**src/rtl/fmadd_mul_iterative_if.sv**
```systemverilog
// Operand/result handshake bundle between the FMADD operand stage, the iterative multiplier
// and the multiply post-normalization stage; master drives operands and out_ready.
interface fmadd_mul_iterative_if #(
   parameter int std_w = 31,
   parameter int man   = 22,
   parameter int exp   = 7,
   parameter int lzd   = 4
);
   logic               in_valid;
   logic               in_ready;
   logic [std_w:0]     in_A;
   logic [std_w:0]     in_B;
   logic [2:0]         in_rm;
   logic               out_valid;
   logic               out_ready;
   logic               out_sign;
   logic [exp+1:0]     out_exp_DB;
   logic [2*man+3:0]   out_multiplied_man;
   logic [lzd:0]       out_lzd;
   logic [2:0]         out_rm;
   logic               out_A_neg, out_A_pos, out_A_sub;
   logic               out_B_neg, out_B_pos, out_B_sub;

   modport master (
      output in_valid, in_A, in_B, in_rm, out_ready,
      input  in_ready, out_valid, out_sign, out_exp_DB, out_multiplied_man, out_lzd, out_rm,
      input  out_A_neg, out_A_pos, out_A_sub, out_B_neg, out_B_pos, out_B_sub
   );

   modport slave (
      input  in_valid, in_A, in_B, in_rm, out_ready,
      output in_ready, out_valid, out_sign, out_exp_DB, out_multiplied_man, out_lzd, out_rm,
      output out_A_neg, out_A_pos, out_A_sub, out_B_neg, out_B_pos, out_B_sub
   );
endinterface

```
**src/rtl/fmadd_mul_iterative.sv**
```systemverilog
// Iterative shift-add mantissa multiplier with operand classification; result valid man+4 cycles after accept,
// held until out_ready, no input accepted while busy. FMADD_MUL_RADIX4_EN retires two multiplier bits per cycle.
module fmadd_mul_iterative #(
   parameter int std_w = 31,
   parameter int man   = 22,
   parameter int exp   = 7,
   parameter int bias  = 127,
   parameter int lzd   = 4
) (
   input  logic clk,
   input  logic rst,
   fmadd_mul_iterative_if.slave bus
);
   localparam int sw = man + 2;
   localparam int pw = 2 * man + 4;
   localparam int cw = $clog2(sw + 1);
   localparam int zw = $clog2(pw + 1);
`ifdef FMADD_MUL_RADIX4_EN
   localparam int step = 2;
`else
   localparam int step = 1;
`endif
   localparam logic [exp:0] bias_v = (exp + 1)'(bias);
   localparam logic [exp:0] one_v  = (exp + 1)'(1);
   localparam logic [lzd:0] lz_max = '1;

   typedef enum logic [1:0] {IDLE, BUSY, LZC, DONE} state_t;
   state_t state;

   logic [exp:0]   ea, eb;
   logic           sub_a, sub_b, pos_a, pos_b;
   logic [sw-1:0]  sig_a, sig_b;
   logic [exp+1:0] exp_sum;
   logic [pw-1:0]  acc, mcand, acc_next;
   logic [sw-1:0]  mplier;
   logic [cw-1:0]  cnt;

   logic           op_sign;
   logic [exp+1:0] op_exp;
   logic [5:0]     op_cls;
   logic [2:0]     op_rm;

   logic           rdy, res_valid, res_sign;
   logic [exp+1:0] res_exp;
   logic [pw-1:0]  res_man;
   logic [lzd:0]   res_lzd;
   logic [2:0]     res_rm;
   logic [5:0]     res_cls;

   assign ea      = bus.in_A[man+1 +: exp+1];
   assign eb      = bus.in_B[man+1 +: exp+1];
   assign sub_a   = (ea == '0);
   assign sub_b   = (eb == '0);
   assign pos_a   = (ea >= bias_v);
   assign pos_b   = (eb >= bias_v);
   assign sig_a   = {!sub_a, bus.in_A[man:0]};
   assign sig_b   = {!sub_b, bus.in_B[man:0]};
   assign exp_sum = {1'b0, sub_a ? one_v : ea} + {1'b0, sub_b ? one_v : eb};

`ifdef FMADD_MUL_RADIX4_EN
   assign acc_next = acc + (mplier[0] ? mcand : '0) + (mplier[1] ? {mcand[pw-2:0], 1'b0} : '0);
`else
   assign acc_next = acc + (mplier[0] ? mcand : '0);
`endif

   // Zeros above the leading one, clamped to what the lzd port can express.
   function automatic logic [lzd:0] lead_zeros(input logic [pw-1:0] v);
      logic [zw-1:0] n;
      logic          found;
      n     = '0;
      found = 1'b0;
      for (int i = pw - 1; i >= 0; i--) begin
         if (v[i]) found = 1'b1;
         else if (!found) n = n + zw'(1);
      end
      return (n > zw'(lz_max)) ? lz_max : n[lzd:0];
   endfunction

   always_ff @(posedge clk) begin
      if (rst) begin
         state     <= IDLE;
         rdy       <= 1'b1;
         res_valid <= 1'b0;
         acc       <= '0;
         mcand     <= '0;
         mplier    <= '0;
         cnt       <= '0;
         op_sign   <= 1'b0;
         op_exp    <= '0;
         op_cls    <= '0;
         op_rm     <= '0;
         res_sign  <= 1'b0;
         res_exp   <= '0;
         res_man   <= '0;
         res_lzd   <= '0;
         res_rm    <= '0;
         res_cls   <= '0;
      end else begin
         case (state)
            IDLE: if (bus.in_valid) begin
               op_sign <= bus.in_A[std_w] ^ bus.in_B[std_w];
               op_exp  <= exp_sum;
               op_cls  <= {!sub_a && !pos_a, pos_a && !sub_a, sub_a,
                           !sub_b && !pos_b, pos_b && !sub_b, sub_b};
               op_rm   <= bus.in_rm;
               acc     <= '0;
               mcand   <= {{(pw - sw){1'b0}}, sig_a};
               mplier  <= sig_b;
               cnt     <= cw'(sw);
               rdy     <= 1'b0;
               state   <= BUSY;
            end
            BUSY: begin
               acc    <= acc_next;
               mcand  <= mcand << step;
               mplier <= mplier >> step;
               if (cnt <= cw'(step)) state <= LZC;
               else cnt <= cnt - cw'(step);
            end
            LZC: begin
               // Results are published all at once so nothing partial ever reaches the port.
               res_man   <= acc;
               res_lzd   <= lead_zeros(acc);
               res_sign  <= op_sign;
               res_exp   <= op_exp;
               res_cls   <= op_cls;
               res_rm    <= op_rm;
               res_valid <= 1'b1;
               state     <= DONE;
            end
            DONE: if (bus.out_ready) begin
               res_valid <= 1'b0;
               rdy       <= 1'b1;
               state     <= IDLE;
            end
            default: state <= IDLE;
         endcase
      end
   end

   assign bus.in_ready           = rdy;
   assign bus.out_valid          = res_valid;
   assign bus.out_sign           = res_sign;
   assign bus.out_exp_DB         = res_exp;
   assign bus.out_multiplied_man = res_man;
   assign bus.out_lzd            = res_lzd;
   assign bus.out_rm             = res_rm;
   assign {bus.out_A_neg, bus.out_A_pos, bus.out_A_sub,
           bus.out_B_neg, bus.out_B_pos, bus.out_B_sub} = res_cls;
endmodule

```
**src/flat_wrapper.sv**
```systemverilog
// flat-port wrapper written by rule: the top's interface ports become plain ports
module fmadd_mul_iterative_flat 
#(
   parameter int std_w = 31,
   parameter int man   = 22,
   parameter int exp   = 7,
   parameter int bias  = 127,
   parameter int lzd   = 4
)
  (clk, rst, bus_in_valid, bus_in_A, bus_in_B, bus_in_rm, bus_out_ready, bus_in_ready, bus_out_valid, bus_out_sign, bus_out_exp_DB, bus_out_multiplied_man, bus_out_lzd, bus_out_rm, bus_out_A_neg, bus_out_A_pos, bus_out_A_sub, bus_out_B_neg, bus_out_B_pos, bus_out_B_sub);
  fmadd_mul_iterative_if #(.std_w(std_w), .man(man), .exp(exp), .lzd(lzd)) bus_i ();
  input  logic clk;
  input  logic rst;
  input wire logic [$bits(bus_i.in_valid)-1:0] bus_in_valid;
  input wire logic [$bits(bus_i.in_A)-1:0] bus_in_A;
  input wire logic [$bits(bus_i.in_B)-1:0] bus_in_B;
  input wire logic [$bits(bus_i.in_rm)-1:0] bus_in_rm;
  input wire logic [$bits(bus_i.out_ready)-1:0] bus_out_ready;
  output wire logic [$bits(bus_i.in_ready)-1:0] bus_in_ready;
  output wire logic [$bits(bus_i.out_valid)-1:0] bus_out_valid;
  output wire logic [$bits(bus_i.out_sign)-1:0] bus_out_sign;
  output wire logic [$bits(bus_i.out_exp_DB)-1:0] bus_out_exp_DB;
  output wire logic [$bits(bus_i.out_multiplied_man)-1:0] bus_out_multiplied_man;
  output wire logic [$bits(bus_i.out_lzd)-1:0] bus_out_lzd;
  output wire logic [$bits(bus_i.out_rm)-1:0] bus_out_rm;
  output wire logic [$bits(bus_i.out_A_neg)-1:0] bus_out_A_neg;
  output wire logic [$bits(bus_i.out_A_pos)-1:0] bus_out_A_pos;
  output wire logic [$bits(bus_i.out_A_sub)-1:0] bus_out_A_sub;
  output wire logic [$bits(bus_i.out_B_neg)-1:0] bus_out_B_neg;
  output wire logic [$bits(bus_i.out_B_pos)-1:0] bus_out_B_pos;
  output wire logic [$bits(bus_i.out_B_sub)-1:0] bus_out_B_sub;
  assign bus_i.in_valid = bus_in_valid;
  assign bus_i.in_A = bus_in_A;
  assign bus_i.in_B = bus_in_B;
  assign bus_i.in_rm = bus_in_rm;
  assign bus_i.out_ready = bus_out_ready;
  assign bus_in_ready = bus_i.in_ready;
  assign bus_out_valid = bus_i.out_valid;
  assign bus_out_sign = bus_i.out_sign;
  assign bus_out_exp_DB = bus_i.out_exp_DB;
  assign bus_out_multiplied_man = bus_i.out_multiplied_man;
  assign bus_out_lzd = bus_i.out_lzd;
  assign bus_out_rm = bus_i.out_rm;
  assign bus_out_A_neg = bus_i.out_A_neg;
  assign bus_out_A_pos = bus_i.out_A_pos;
  assign bus_out_A_sub = bus_i.out_A_sub;
  assign bus_out_B_neg = bus_i.out_B_neg;
  assign bus_out_B_pos = bus_i.out_B_pos;
  assign bus_out_B_sub = bus_i.out_B_sub;
  fmadd_mul_iterative #(.std_w(std_w), .man(man), .exp(exp), .bias(bias), .lzd(lzd)) u_core (.clk(clk), .rst(rst), .bus(bus_i));
endmodule
```
**config.mk**
```make
export PLATFORM = sky130hd
export DESIGN_NAME = fmadd_mul_iterative_flat
export DESIGN_NICKNAME = d
export VERILOG_FILES = /design/src/rtl/fmadd_mul_iterative_if.sv /design/src/rtl/fmadd_mul_iterative.sv /design/src/flat_wrapper.sv
export SDC_FILE = /design/constraint.sdc
export NUM_CORES = 1
export LEC_CHECK = 0
export CAP_MARGIN = 15
export CORE_AREA = 2 2 276 196
export DETAILED_ROUTE_END_ITERATION = 10
export DIE_AREA = 0 0 278 198
export GPL_ROUTABILITY_DRIVEN = 0
export PLACE_DENSITY = 0.58
export SETUP_SLACK_MARGIN = 0.05
export SLEW_MARGIN = 20
export SYNTH_ARGS = -nofsm -noshare
export SYNTH_HDL_FRONTEND = slang
export SYNTH_SLANG_ARGS = --single-unit
export TNS_END_PERCENT = 20
```
**constraint.sdc**
```tcl
create_clock -name clk -period 34.2 [get_ports clk]
set_input_delay 10.26 -clock clk [delete_from_list [all_inputs] [get_ports clk]]
set_output_delay 10.26 -clock clk [all_outputs]
set_load 0.1 [all_outputs]
```
Yosys cells after proc, flatten, opt, wreduce, memory -nomap -nowiden
Cells that the tools add are included.
- $add $sub $neg: 50
- reduce and logical (&&, ||, !) cells: 20
- equality and inequality tests: 7
- bitwise gates (word level): 1
- $lt $le $gt $ge: 4
- mux-type cells: 354
- operators by type and width (cell ; number):
    two-way mux 6 bit ; 190
    adder 6 x 1 -> 6 bit (second input constant) ; 47
    one-hot mux 48 bit (2 select lines) ; 2
    two-way mux 1 bit ; 145
    two-way mux 48 bit ; 3
    adder 48 bit ; 1
    one-hot mux 24 bit (2 select lines) ; 1
    two-way mux 24 bit ; 1
    >= comparator 8 x 7 -> 1 bit (second input constant) ; 2
    zero test 8 bit ; 2
    two-way mux 8 bit ; 2
    two-way mux 5 bit ; 3
    one-hot mux 5 bit (2 select lines) ; 1
    adder 8 x 8 -> 9 bit ; 1
    AND reduction 3 bit ; 3
    one-hot mux 2 bit (4 select lines) ; 1
    > comparator 6 x 5 -> 1 bit (second input constant) ; 1
    two-way mux 2 bit ; 3
    inequality test 2 bit (second input constant) ; 3
    AND reduction 2 bit ; 3
    nonzero test 2 bit ; 3
    <= comparator 5 x 1 -> 1 bit (second input constant) ; 1
    subtractor 5 x 1 -> 5 bit (second input constant) ; 1
    == test 2 bit (second input constant) ; 2
    7 further kinds ; 14
- input bits: 71
- register bits after elaboration: 220
- logic and storage cells: 453
- output and inout port bits: 74

Longest topological paths before layout
Gate-level depths: netlist of the first run.
- word-level depth: 240
- depth in mapped cells: 164
- gate-level depth less buffers: 162

Worst setup path before layout of the first run
OpenSTA, ideal clock, no wires.
- kind: reg2reg
- start point: reg u_core.acc[47]
- end point: reg u_core.res_lzd[3] (netlist: u_core.bus.out_lzd[3])
- path buffers: 2
- arrival time: 27.578 ns
- cell stages (with the launch flop): 164
- period minus slack after synthesis: 27.667 ns
- slack: 6.533 ns
- setup time: 0.088 ns
- data required time: 34.112 ns
- cell sequence: dfxtp_1 clkbuf_1 nor2_1 ha_1 nor2b_1 a21o_1 clkbuf_1 nor2_1 a21oi_1 ha_1 nand2b_1 a21boi_0 ha_1 inv_1 o21ai_0 ha_1 o21ai_0 a21boi_0 [... 128 more ...] inv_1 ha_1 a21o_1 ha_1 mux2i_1 o21bai_1 ha_1 nand2_1 nand2_1 ha_1 nor2b_1 xor2_1 nand2_1 xnor2_1 a41o_1 a32oi_1 xnor3_2 a311oi_2
- longest elaborated chain between the ends: 240
- elaborated cells on any way between the ends: 381
- those cells by class: add/sub (47); order compare (1); mux (333)
- ends and longest elaborated chain (element ; RTL line ; text):
    from (decl) ; fmadd_mul_iterative.sv:34 ; logic [pw-1:0] acc, mcand, acc_next;
    from (signal assigned) ; fmadd_mul_iterative.sv:114 ; acc <= acc_next;
    two-way mux 1 bit ; fmadd_mul_iterative.sv:73 ; if (v[i]) found = 1'b1;
    two-way mux 6 bit ; fmadd_mul_iterative.sv:99 ; case (state)
    two-way mux 6 bit ; fmadd_mul_iterative.sv:80 ; if (rst) begin
    adder 6 x 1 -> 6 bit ; fmadd_mul_iterative.sv:74 ; else if (!found) n = n + zw'(1);
    two-way mux 6 bit ; fmadd_mul_iterative.sv:74 ;
    two-way mux 6 bit ; fmadd_mul_iterative.sv:73 ;
    two-way mux 6 bit ; fmadd_mul_iterative.sv:99 ;
    two-way mux 6 bit ; fmadd_mul_iterative.sv:80 ;
    [... 224 more ...] ; - ;
    two-way mux 6 bit ; fmadd_mul_iterative.sv:80 ;
    adder 6 x 1 -> 6 bit ; fmadd_mul_iterative.sv:74 ;
    two-way mux 6 bit ; fmadd_mul_iterative.sv:74 ;
    two-way mux 6 bit * ; fmadd_mul_iterative.sv:73 ;
    two-way mux 6 bit * ; fmadd_mul_iterative.sv:99 ;
    two-way mux 6 bit * ; fmadd_mul_iterative.sv:80 ;
    > comparator 6 x 5 -> 1 bit ; fmadd_mul_iterative.sv:76 ; return (n > zw'(lz_max)) ? lz_max : n[lzd:0];
    two-way mux 5 bit * ; fmadd_mul_iterative.sv:76 ;
    to (signal assigned) ; fmadd_mul_iterative.sv:123 ; res_lzd <= lead_zeros(acc);
    to (decl) ; fmadd_mul_iterative.sv:46 ; logic [lzd:0] res_lzd;
Mark *: on every way between the ends. The rest lies on a longest branch, timed or not. The select of a mux whose other input is x is not followed.
A chain may end at the register's enable or synchronous reset.

Worst setup path in the final report of the first run
- start point: reg u_core.acc[46]
- end point: reg u_core.res_lzd[3] (netlist: u_core.bus.out_lzd[3])
- longest elaborated chain between the ends: 235
- elaborated cells on any way between the ends: 373
- those cells by class: add/sub (46); order compare (1); mux (326)
- ends and longest elaborated chain (element ; RTL line):
    two-way mux 6 bit ; fmadd_mul_iterative.sv:73
    two-way mux 6 bit ; fmadd_mul_iterative.sv:99
    two-way mux 6 bit ; fmadd_mul_iterative.sv:80
    adder 6 x 1 -> 6 bit ; fmadd_mul_iterative.sv:74
    two-way mux 6 bit ; fmadd_mul_iterative.sv:74
    two-way mux 6 bit ; fmadd_mul_iterative.sv:73
    two-way mux 6 bit ; fmadd_mul_iterative.sv:99
    two-way mux 6 bit ; fmadd_mul_iterative.sv:80
    [... 219 more ...] ; -
    two-way mux 6 bit ; fmadd_mul_iterative.sv:80
    adder 6 x 1 -> 6 bit ; fmadd_mul_iterative.sv:74
    two-way mux 6 bit ; fmadd_mul_iterative.sv:74
    two-way mux 6 bit * ; fmadd_mul_iterative.sv:73
    two-way mux 6 bit * ; fmadd_mul_iterative.sv:99
    two-way mux 6 bit * ; fmadd_mul_iterative.sv:80
    > comparator 6 x 5 -> 1 bit ; fmadd_mul_iterative.sv:76
    two-way mux 5 bit * ; fmadd_mul_iterative.sv:76
Marked as above.

==> results.sh, run 1 <==
export IMPL_outcome="completed"
export IMPL_ys_ff_latch=220
export IMPL_synthDistinctLibCells=82
export IMPL_htree_levels=1
export IMPL_final_hold_viol_count=0
export IMPL_fillers=5226
export IMPL_hold_path_class="reg -> reg"
export IMPL_critPathRequiredTime_ps=34690
export IMPL_cts_tree="done"
export IMPL_clk_transition_reported_paths_ps=60
export IMPL_crit_path_top_delay_cell="dfxtp_1"
export IMPL_synthToLayoutAreaGrowth_pct=16.0
export IMPL_worstPathMaxFanout=10
export IMPL_final_util_pct=39.8
export IMPL_numPortBuffers=144
export IMPL_cp_data_arrival_time_ps=31810
export IMPL_grt_antenna_before_repair=4
export IMPL_wire_per_inst_um=16.6
export IMPL_diodes=0
export IMPL_io_pins=145
export IMPL_setup_tns_ps=0
export IMPL_antenna_left=0
export IMPL_reg2reg_to="u_core.bus.out_lzd[3]"
export IMPL_cts_sinks=220
export IMPL_gr_total_overflow=0
export IMPL_worst_r2r_cell_count=161
export IMPL_max_stage_delay_ps=530
export IMPL_path_common_cell="ha_1"
export IMPL_ys_flop_type="dfxtp_1"
export IMPL_start_util_pct=34.3
export IMPL_period_minus_slack_ps=31330
export IMPL_hold_path_depth=2
export IMPL_die_w_um=278
export IMPL_endpoint_kind="flip-flop"
export IMPL_cts_root_buf="clkbuf_16"
export IMPL_rows=71
export IMPL_grt_pass1_vias=15500
export IMPL_seqCellArea_um2=4400
export IMPL_drc_errors=0
export IMPL_drv_slew=0
export IMPL_num_vias=16300
export IMPL_avgSynthCellArea_um2=8.04
export IMPL_setup_viol=0
export IMPL_fp_dieArea_um2=55000
export IMPL_firstDrtPassIters=6
export IMPL_grt_util_all_layers_pct=17.7
export IMPL_path_class="reg -> reg"
export IMPL_drt_iter0_markers=1199
export IMPL_nNetsFinal=2485
export IMPL_drive_gt1_share_pct=4.82
export IMPL_async_reset_ff_share_pct=0
export IMPL_synth_edf_count=0
export IMPL_yosysSeqAreaShare_pct=24.3
export IMPL_cap_violations=0
export IMPL_cts_buffer_depth=3
export IMPL_core_area_um2=52900
export IMPL_max_freq_mhz=31.9
export IMPL_skew_ps=20.3
export IMPL_routed_wl_um=50100
export IMPL_cts_buffers=27
export IMPL_worstMarginPinSlew_ps=1060
export IMPL_yosys_warnings=0
export IMPL_start_kind="flip-flop"
export IMPL_multi_input_area_um2=13000
export IMPL_clock_latency_ps=580
export IMPL_die_height_um=198
export IMPL_rsz0062_at_grt="no"
export IMPL_holdBufCountCts=0
export IMPL_hpwl_um=37900
export IMPL_r2r_slack_ps=2870
export IMPL_reg2reg_from="u_core.acc[46]"
export IMPL_relSlewSlack_pct=29.4
export IMPL_grt_start_max_net_pins=120
export IMPL_fin_crit_sh_pct=91.6
export IMPL_vias_per_cell=5.41
export IMPL_postSynthCellCount=2257
export IMPL_synth_fp_nets=2436
export IMPL_syn_area_um2=18100
export IMPL_min_to="u_core.op_cls[5]"
export IMPL_hp_start="u_core.op_cls[5]"
export IMPL_grt_pass1_wl_um=81600
## sequential cells by signal, summed over array words and instances, names as in the netlist
| name | flops |
|---|---|
| u_core.op_rm | 3 |
| u_core.op_exp | 9 |
| u_core.acc | 48 |
| u_core.op_cls | 6 |
| u_core.mcand | 48 |
| u_core.mplier | 24 |
| u_core.res_cls | 6 |
| u_core.bus.out_sign | 1 |
| u_core.bus.out_rm | 3 |
| u_core.bus.in_ready | 1 |
| u_core.cnt | 5 |
| u_core.bus.out_valid | 1 |
| u_core.bus.out_lzd | 5 |
| u_core.bus.out_multiplied_man | 48 |
| u_core.op_sign | 1 |
| u_core.state | 2 |
| u_core.bus.out_exp_DB | 9 |
## cells in the final DEF (no fill, tap or decap), types with 23 or more instances in the layout
master,instances
a211oi_1,59
mux2i_1,148
dfxtp_1,220
and2_1,61
nand2b_1,25
nand4_1,27
nor4_1,23
clkdlybuf4s50_1,143
inv_1,58
nand3_1,59
nor2b_1,39
a22oi_1,59
a21oi_1,117
xnor2_1,120
xor2_1,63
ha_1,104
nand2_1,159
clkbuf_16,27
nor2_1,312
nor3_1,54
o21ai_0,69
a21o_1,28
## worst max-delay path: cells and delay by family, from the launching register on
family	cells	cell delay (ps)
fa+ha+maj	44	13250
compound gates	42	7580
mux	23	4430
simple gates	41	4120
xor+xnor	3	730
buf+inv	8	580
flops	1	530
## area by class of cell
class	instances	area share, %
sequential	220	20.9
clock inverter	19	1.36
clock buffer	29	3.29
tap	693	4.12
timing repair buffer	154	7.22
multi-input combinational	1843	62.0
inverter	60	1.07
## metal layers
layer / vias to the layer above / GRT usage, % / share of wire, %
met5: - / 0 / 0.086
met4: 6 / 3.22 / 1.6
met3: 63 / 4.05 / 8.0
met2: 476 / 26.4 / 40
met1: 7537 / 26.1 / 51
li1: 8252 / - / -
## metrics by stage
stage | setup slack, ps | std cells | hold WS [ps] | instance area, um^2
floorplan | 6530 | 2257 | 432 | 18100
global placement | 4660 | 2970 | 443 | 20100
detailed placement | 2880 | 2970 | 448 | 20100
CTS | 2750 | 3018 | 455 | 21000
global route | 130 | 3018 | 480 | 21000
finish | 2870 | 3018 | 453 | 21000
## Yosys cell counts, types with 18 or more instances
library cell | instances | area (um^2)
nand2_1 | 159 | 597
inv_1 | 58 | 218
nand3_1 | 59 | 295
nand2b_1 | 25 | 156
and2_1 | 62 | 388
a22oi_1 | 59 | 443
clkbuf_1 | 117 | 439
a21oi_1 | 117 | 586
nor2b_1 | 39 | 244
o21bai_1 | 19 | 143
xnor3_1 | 21 | 473
nand4_1 | 27 | 169
mux2i_1 | 148 | 1480
ha_1 | 106 | 1330
o21ai_0 | 69 | 345
xor2_1 | 63 | 552
nor4_1 | 23 | 144
nor2_1 | 312 | 1170
or3_1 | 18 | 113
xnor2_1 | 120 | 1050
dfxtp_1 | 220 | 4400
nor3_1 | 54 | 270
a21o_1 | 28 | 210
a211oi_1 | 59 | 443
## logic make-up (layout without fill, tap and decap cells)
family / count (synthesis) / after routing / share of synthesized area, %
compound gates: 500 / 500 / 18.8
flops: 220 / 220 / 24.3
fa+ha+maj: 108 / 108 / 7.53
buf+inv: 194 / 262 / 4.06
mux: 160 / 160 / 8.97
xor+xnor: 224 / 224 / 13.7
simple gates: 851 / 851 / 22.6
## worst max-delay path by stage
stage                     cells past startpoint                     to            from
after floorplan                             163  u_core.bus.out_lzd[3]  u_core.acc[47]
after global placement                      161  u_core.bus.out_lzd[1]  u_core.acc[46]
after detailed placement                    161  u_core.bus.out_lzd[3]  u_core.acc[46]
after CTS                                   161  u_core.bus.out_lzd[3]  u_core.acc[46]
after global routing                        161  u_core.bus.out_lzd[3]  u_core.acc[46]
final                                       161  u_core.bus.out_lzd[3]  u_core.acc[46]
## what timing repair did
item                                   in CTS  in global routing
setup buffers                               0                  0
gates resized for setup                     0                  2
setup endpoints to repair                   0                  5
endpoints found under the hold margin       0                  0
Power of run 1 is not shown: default switching activity piles up to over one toggle a cycle in this logic, so the estimate is an artifact.
==> inputs of run 2 (changes only) <==
REMOVE_ABC_BUFFERS = 1   (was default)
==> results.sh, run 2 (same netlist as run 1, synthesis figures left out) <==
export IMPL_max_stage_delay_ps=530
export IMPL_hold_ws_ps=453
export IMPL_min_to="u_core.op_rm[0]"
export IMPL_skew_ps=15.3
export IMPL_die_height_um=198
export IMPL_antenna_left=0
export IMPL_fp_dieArea_um2=55000
export IMPL_start_util_pct=34.3
export IMPL_fin_crit_sh_pct=92.1
export IMPL_final_cell_mix="nor2_1, dfxtp_1, nand2_1, mux2i_1, clkdlybuf4s50_1"
export IMPL_synthToLayoutAreaGrowth_pct=15.6
export IMPL_worstPathMaxFanout=10
export IMPL_drc_errors=0
export IMPL_cts_root_buf="clkbuf_16"
export IMPL_rows=71
export IMPL_fillers=5247
export IMPL_clk_transition_reported_paths_ps=60
export IMPL_path_class="reg -> reg"
export IMPL_cts_tree="done"
export IMPL_drt_iter0_markers=1163
export IMPL_dp_slack_ps=3000
export IMPL_wire_per_inst_um=16.6
export IMPL_cap_violations=0
export IMPL_cp_data_arrival_time_ps=31980
export IMPL_outcome="completed"
export IMPL_worst_r2r_cell_count=161
export IMPL_routed_wl_um=50300
export IMPL_grt_pass1_wl_um=81200
export IMPL_core_area_um2=52900
export IMPL_nNetsFinal=2484
export IMPL_path_common_cell="ha_1"
export IMPL_worstMarginPinSlew_ps=1040
export IMPL_final_common_cell="nor2_1"
export IMPL_clock_latency_ps=580
export IMPL_setup_viol=0
export IMPL_relSlewSlack_pct=30.3
export IMPL_io_pins=145
export IMPL_hold_path_class="reg -> reg"
export IMPL_hpwl_um=37200
export IMPL_endpoint_kind="flip-flop"
export IMPL_r2r_slack_ps=2720
export IMPL_final_util_pct=39.7
export IMPL_period_minus_slack_ps=31480
export IMPL_rsz0062_at_grt="no"
export IMPL_num_vias=16400
export IMPL_hp_start="u_core.op_rm[0]"
export IMPL_worst_slack_ps=2720
export IMPL_hold_path_depth=2
export IMPL_grt_antenna_before_repair=4
export IMPL_grt_pass1_vias=15300
export IMPL_drv_slew=0
export IMPL_cts_sinks=220
export IMPL_cp_top_family="adder cells"
export IMPL_die_w_um=278
export IMPL_cts_buffers=26
export IMPL_holdBufCountCts=0
export IMPL_vias_per_cell=5.43
export IMPL_cts_buffer_depth=3
export IMPL_crit_start="u_core.acc[46]"
export IMPL_htree_levels=1
export IMPL_crit_path_top_delay_cell="dfxtp_1"
export IMPL_max_freq_mhz=31.8
export IMPL_firstDrtPassIters=6
export IMPL_cp_num_buf_inv=8
export IMPL_grt_start_max_net_pins=120
export IMPL_numPortBuffers=144
export IMPL_start_kind="flip-flop"
export IMPL_reg2reg_to="u_core.bus.out_lzd[1]"
export IMPL_gr_total_overflow=0
export IMPL_multi_input_area_um2=13000
export IMPL_setup_tns_ps=0
export IMPL_seqCellArea_um2=4400
export IMPL_final_hold_viol_count=0
export IMPL_drive_gt1_share_pct=4.56
export IMPL_critPathRequiredTime_ps=34690
export IMPL_grt_util_all_layers_pct=17.7
export IMPL_reg2reg_from="u_core.acc[46]"
[run 2: stage by stage]
stage,cell area (um^2),std cells
after global routing,21000,3018
after CTS,21000,3018
after global placement,20100,2970
final,21000,3019
after detailed placement,20100,2970
after floorplan,17600,2123
[run 2: worst max path at each step]
| stage | end | depth (start not counted) |
|---|---|---|
| final | u_core.bus.out_lzd[1] | 161 |
| after global routing | u_core.bus.out_lzd[1] | 161 |
| after CTS | u_core.bus.out_lzd[1] | 161 |
| after detailed placement | u_core.bus.out_lzd[2] | 161 |
| after global placement | u_core.bus.out_lzd[1] | 161 |
| after floorplan | u_core.bus.out_lzd[0] | 157 |
[run 2: timing repair]
| action | in CTS | in global routing |
|---|---|---|
| setup buffers | 0 | 0 |
| gates resized for setup | 0 | 1 |
| setup endpoints to repair | 0 | 5 |
[run 2: layout make-up]
cell class | count | share of cell area, %
flip-flops and latches | 220 | 21.0
multi-input cells | 1843 | 62.2
diodes | 1 | 0.0119
inverters | 60 | 1.07
clock inverters | 10 | 0.752
clock buffers | 38 | 3.60
well taps | 693 | 4.13
repair buffers | 154 | 7.25
[run 2: worst min-delay path: stages (launching register included)]
cell	delay [ps]
dfxtp_1	310
nand2_1	50
a21oi_1	50
[run 2: metal layers]
| layer | up-vias | share of wire, % | global-route usage [%] |
|---|---|---|---|
| met5 | - | 0.078 | 0 |
| met4 | 6 | 1.7 | 3.50 |
| met3 | 53 | 6.6 | 3.79 |
| met2 | 433 | 41 | 26.1 |
| met1 | 7665 | 51 | 26.4 |
| li1 | 8236 | - | - |
Power of run 2 is left out for the same reason.
==> inputs of run 3 (changes only) <==
CORE_AREA = 4 4 278 198   (was 2 2 276 196)
DIE_AREA = 0 0 282 202   (was 0 0 278 198)
==> results.sh, run 3 (same netlist as run 1, synthesis figures left out) <==
export IMPL_outcome="completed"
export IMPL_setup_viol=0
export IMPL_cp_data_arrival_time_ps=32230
export IMPL_clock_latency_ps=580
export IMPL_clk_transition_reported_paths_ps=70
export IMPL_period_minus_slack_ps=31750
export IMPL_grt_util_all_layers_pct=17.2
export IMPL_cts_buffers=27
export IMPL_crit_path_top_delay_cell="a21boi_0"
export IMPL_critPathRequiredTime_ps=34680
export IMPL_hold_path_class="reg -> reg"
export IMPL_vias_per_cell=5.48
export IMPL_final_common_cell="nor2_1"
export IMPL_gr_total_overflow=0
export IMPL_endpoint_kind="flip-flop"
export IMPL_cap_violations=0
export IMPL_die_w_um=282
export IMPL_drv_slew=0
export IMPL_drt_iter0_markers=1291
export IMPL_worstPathMaxFanout=10
export IMPL_path_class="reg -> reg"
export IMPL_hpwl_um=38100
export IMPL_skew_ps=21.2
export IMPL_grt_pass1_vias=15400
export IMPL_routed_wl_um=50900
export IMPL_rows=70
export IMPL_path_common_cell="ha_1"
export IMPL_start_kind="flip-flop"
export IMPL_firstDrtPassIters=5
export IMPL_grt_pass1_wl_um=82600
export IMPL_synthToLayoutAreaGrowth_pct=15.9
export IMPL_grt_antenna_before_repair=4
export IMPL_io_pins=145
export IMPL_cts_sinks=220
export IMPL_cts_root_buf="clkbuf_16"
export IMPL_dpl_cell_count=2962
export IMPL_rsz0062_at_grt="no"
export IMPL_final_cell_mix="nor2_1, dfxtp_1, nand2_1, mux2i_1, clkdlybuf4s50_1"
export IMPL_drc_errors=0
export IMPL_die_height_um=202
export IMPL_relSlewSlack_pct=29.9
export IMPL_drive_gt1_share_pct=4.64
export IMPL_start_util_pct=34.8
export IMPL_holdBufCountCts=0
export IMPL_seqCellArea_um2=4400
export IMPL_ctsResizeCount=0
export IMPL_multi_input_area_um2=13000
export IMPL_post_cts_buffers=0
export IMPL_wire_per_inst_um=16.9
export IMPL_nNetsFinal=2486
export IMPL_final_hold_viol_count=0
export IMPL_cts_buffer_depth=3
export IMPL_worstMarginPinSlew_ps=1050
export IMPL_numPortBuffers=144
export IMPL_instances_no_fill=3013
export IMPL_grt_start_max_net_pins=90
export IMPL_num_vias=16500
export IMPL_cp_num_buf_inv=8
export IMPL_max_freq_mhz=31.5
export IMPL_htree_levels=1
export IMPL_core_area_um2=52100
export IMPL_antenna_left=0
export IMPL_fillers=5240
export IMPL_fin_crit_sh_pct=92.8
export IMPL_max_stage_delay_ps=590
export IMPL_cts_tree="done"
export IMPL_cp_top_family="adder cells"
export IMPL_setup_tns_ps=0
export IMPL_fp_dieArea_um2=57000
-- run 3: cell types whose count changed in the layout (fill, tap and decap cells not counted), sizes merged --
cell	before	now
clkbuf	38	41
clkinvlp	0	1
buf	11	12
clkinv	5	2
bufinv	3	4
-- run 3: stage by stage --
step / worst slack [ps] / area [um^2] / utilization, % / hold slack [ps]
5_1_grt: 94.1 / 21000 / 40.3 / 480
4_1_cts: 2860 / 21000 / 40.3 / 457
6_report: 2450 / 21000 / 40.3 / 452
3_5_place_dp: 2980 / 20100 / 38.5 / 448
3_3_place_gp: 4440 / 20100 / 38.5 / 445
2_1_floorplan: 6510 / 17600 / - / 425
-- run 3: layer usage --
| layer | up-vias | GRT usage, % | wire [um] |
|---|---|---|---|
| li1 | 8244 | - | - |
| met1 | 7744 | 26.3 | 26200 |
| met2 | 453 | 25.3 | 20700 |
| met3 | 64 | 2.99 | 3080 |
| met4 | 6 | 3.28 | 831 |
| met5 | - | 0 | 41 |
-- run 3: area by class of cell --
class | count | share of cell area (%)
inverter | 60 | 1.07
antenna | 1 | 0.0119
multi-input combinational | 1843 | 62.0
timing repair buffer | 155 | 7.25
clock buffer | 41 | 3.80
clock inverter | 9 | 0.809
sequential | 220 | 20.9
tap | 684 | 4.07
-- run 3: path summary, 6_finish.rpt --
| kind | startpoint | endpoint | slack (ps) | depth (start not counted) |
|---|---|---|---|---|
| max | u_core.acc[46] | u_core.bus.out_lzd[0] | 2450 | 161 |
| max reg2reg | u_core.acc[46] | u_core.bus.out_lzd[0] | 2450 | 161 |
| min | u_core.op_rm[1] | u_core.op_rm[1] | 450 | 2 |
| min reg2reg | u_core.op_rm[1] | u_core.op_rm[1] | 450 | 2 |
-- run 3: tightest hold or removal path, stage by stage (launching register included) --
cell and delay, ps:
dfxtp_1 310, nand2_1 50, a21oi_1 50
Power of run 3 is left out for the same reason.
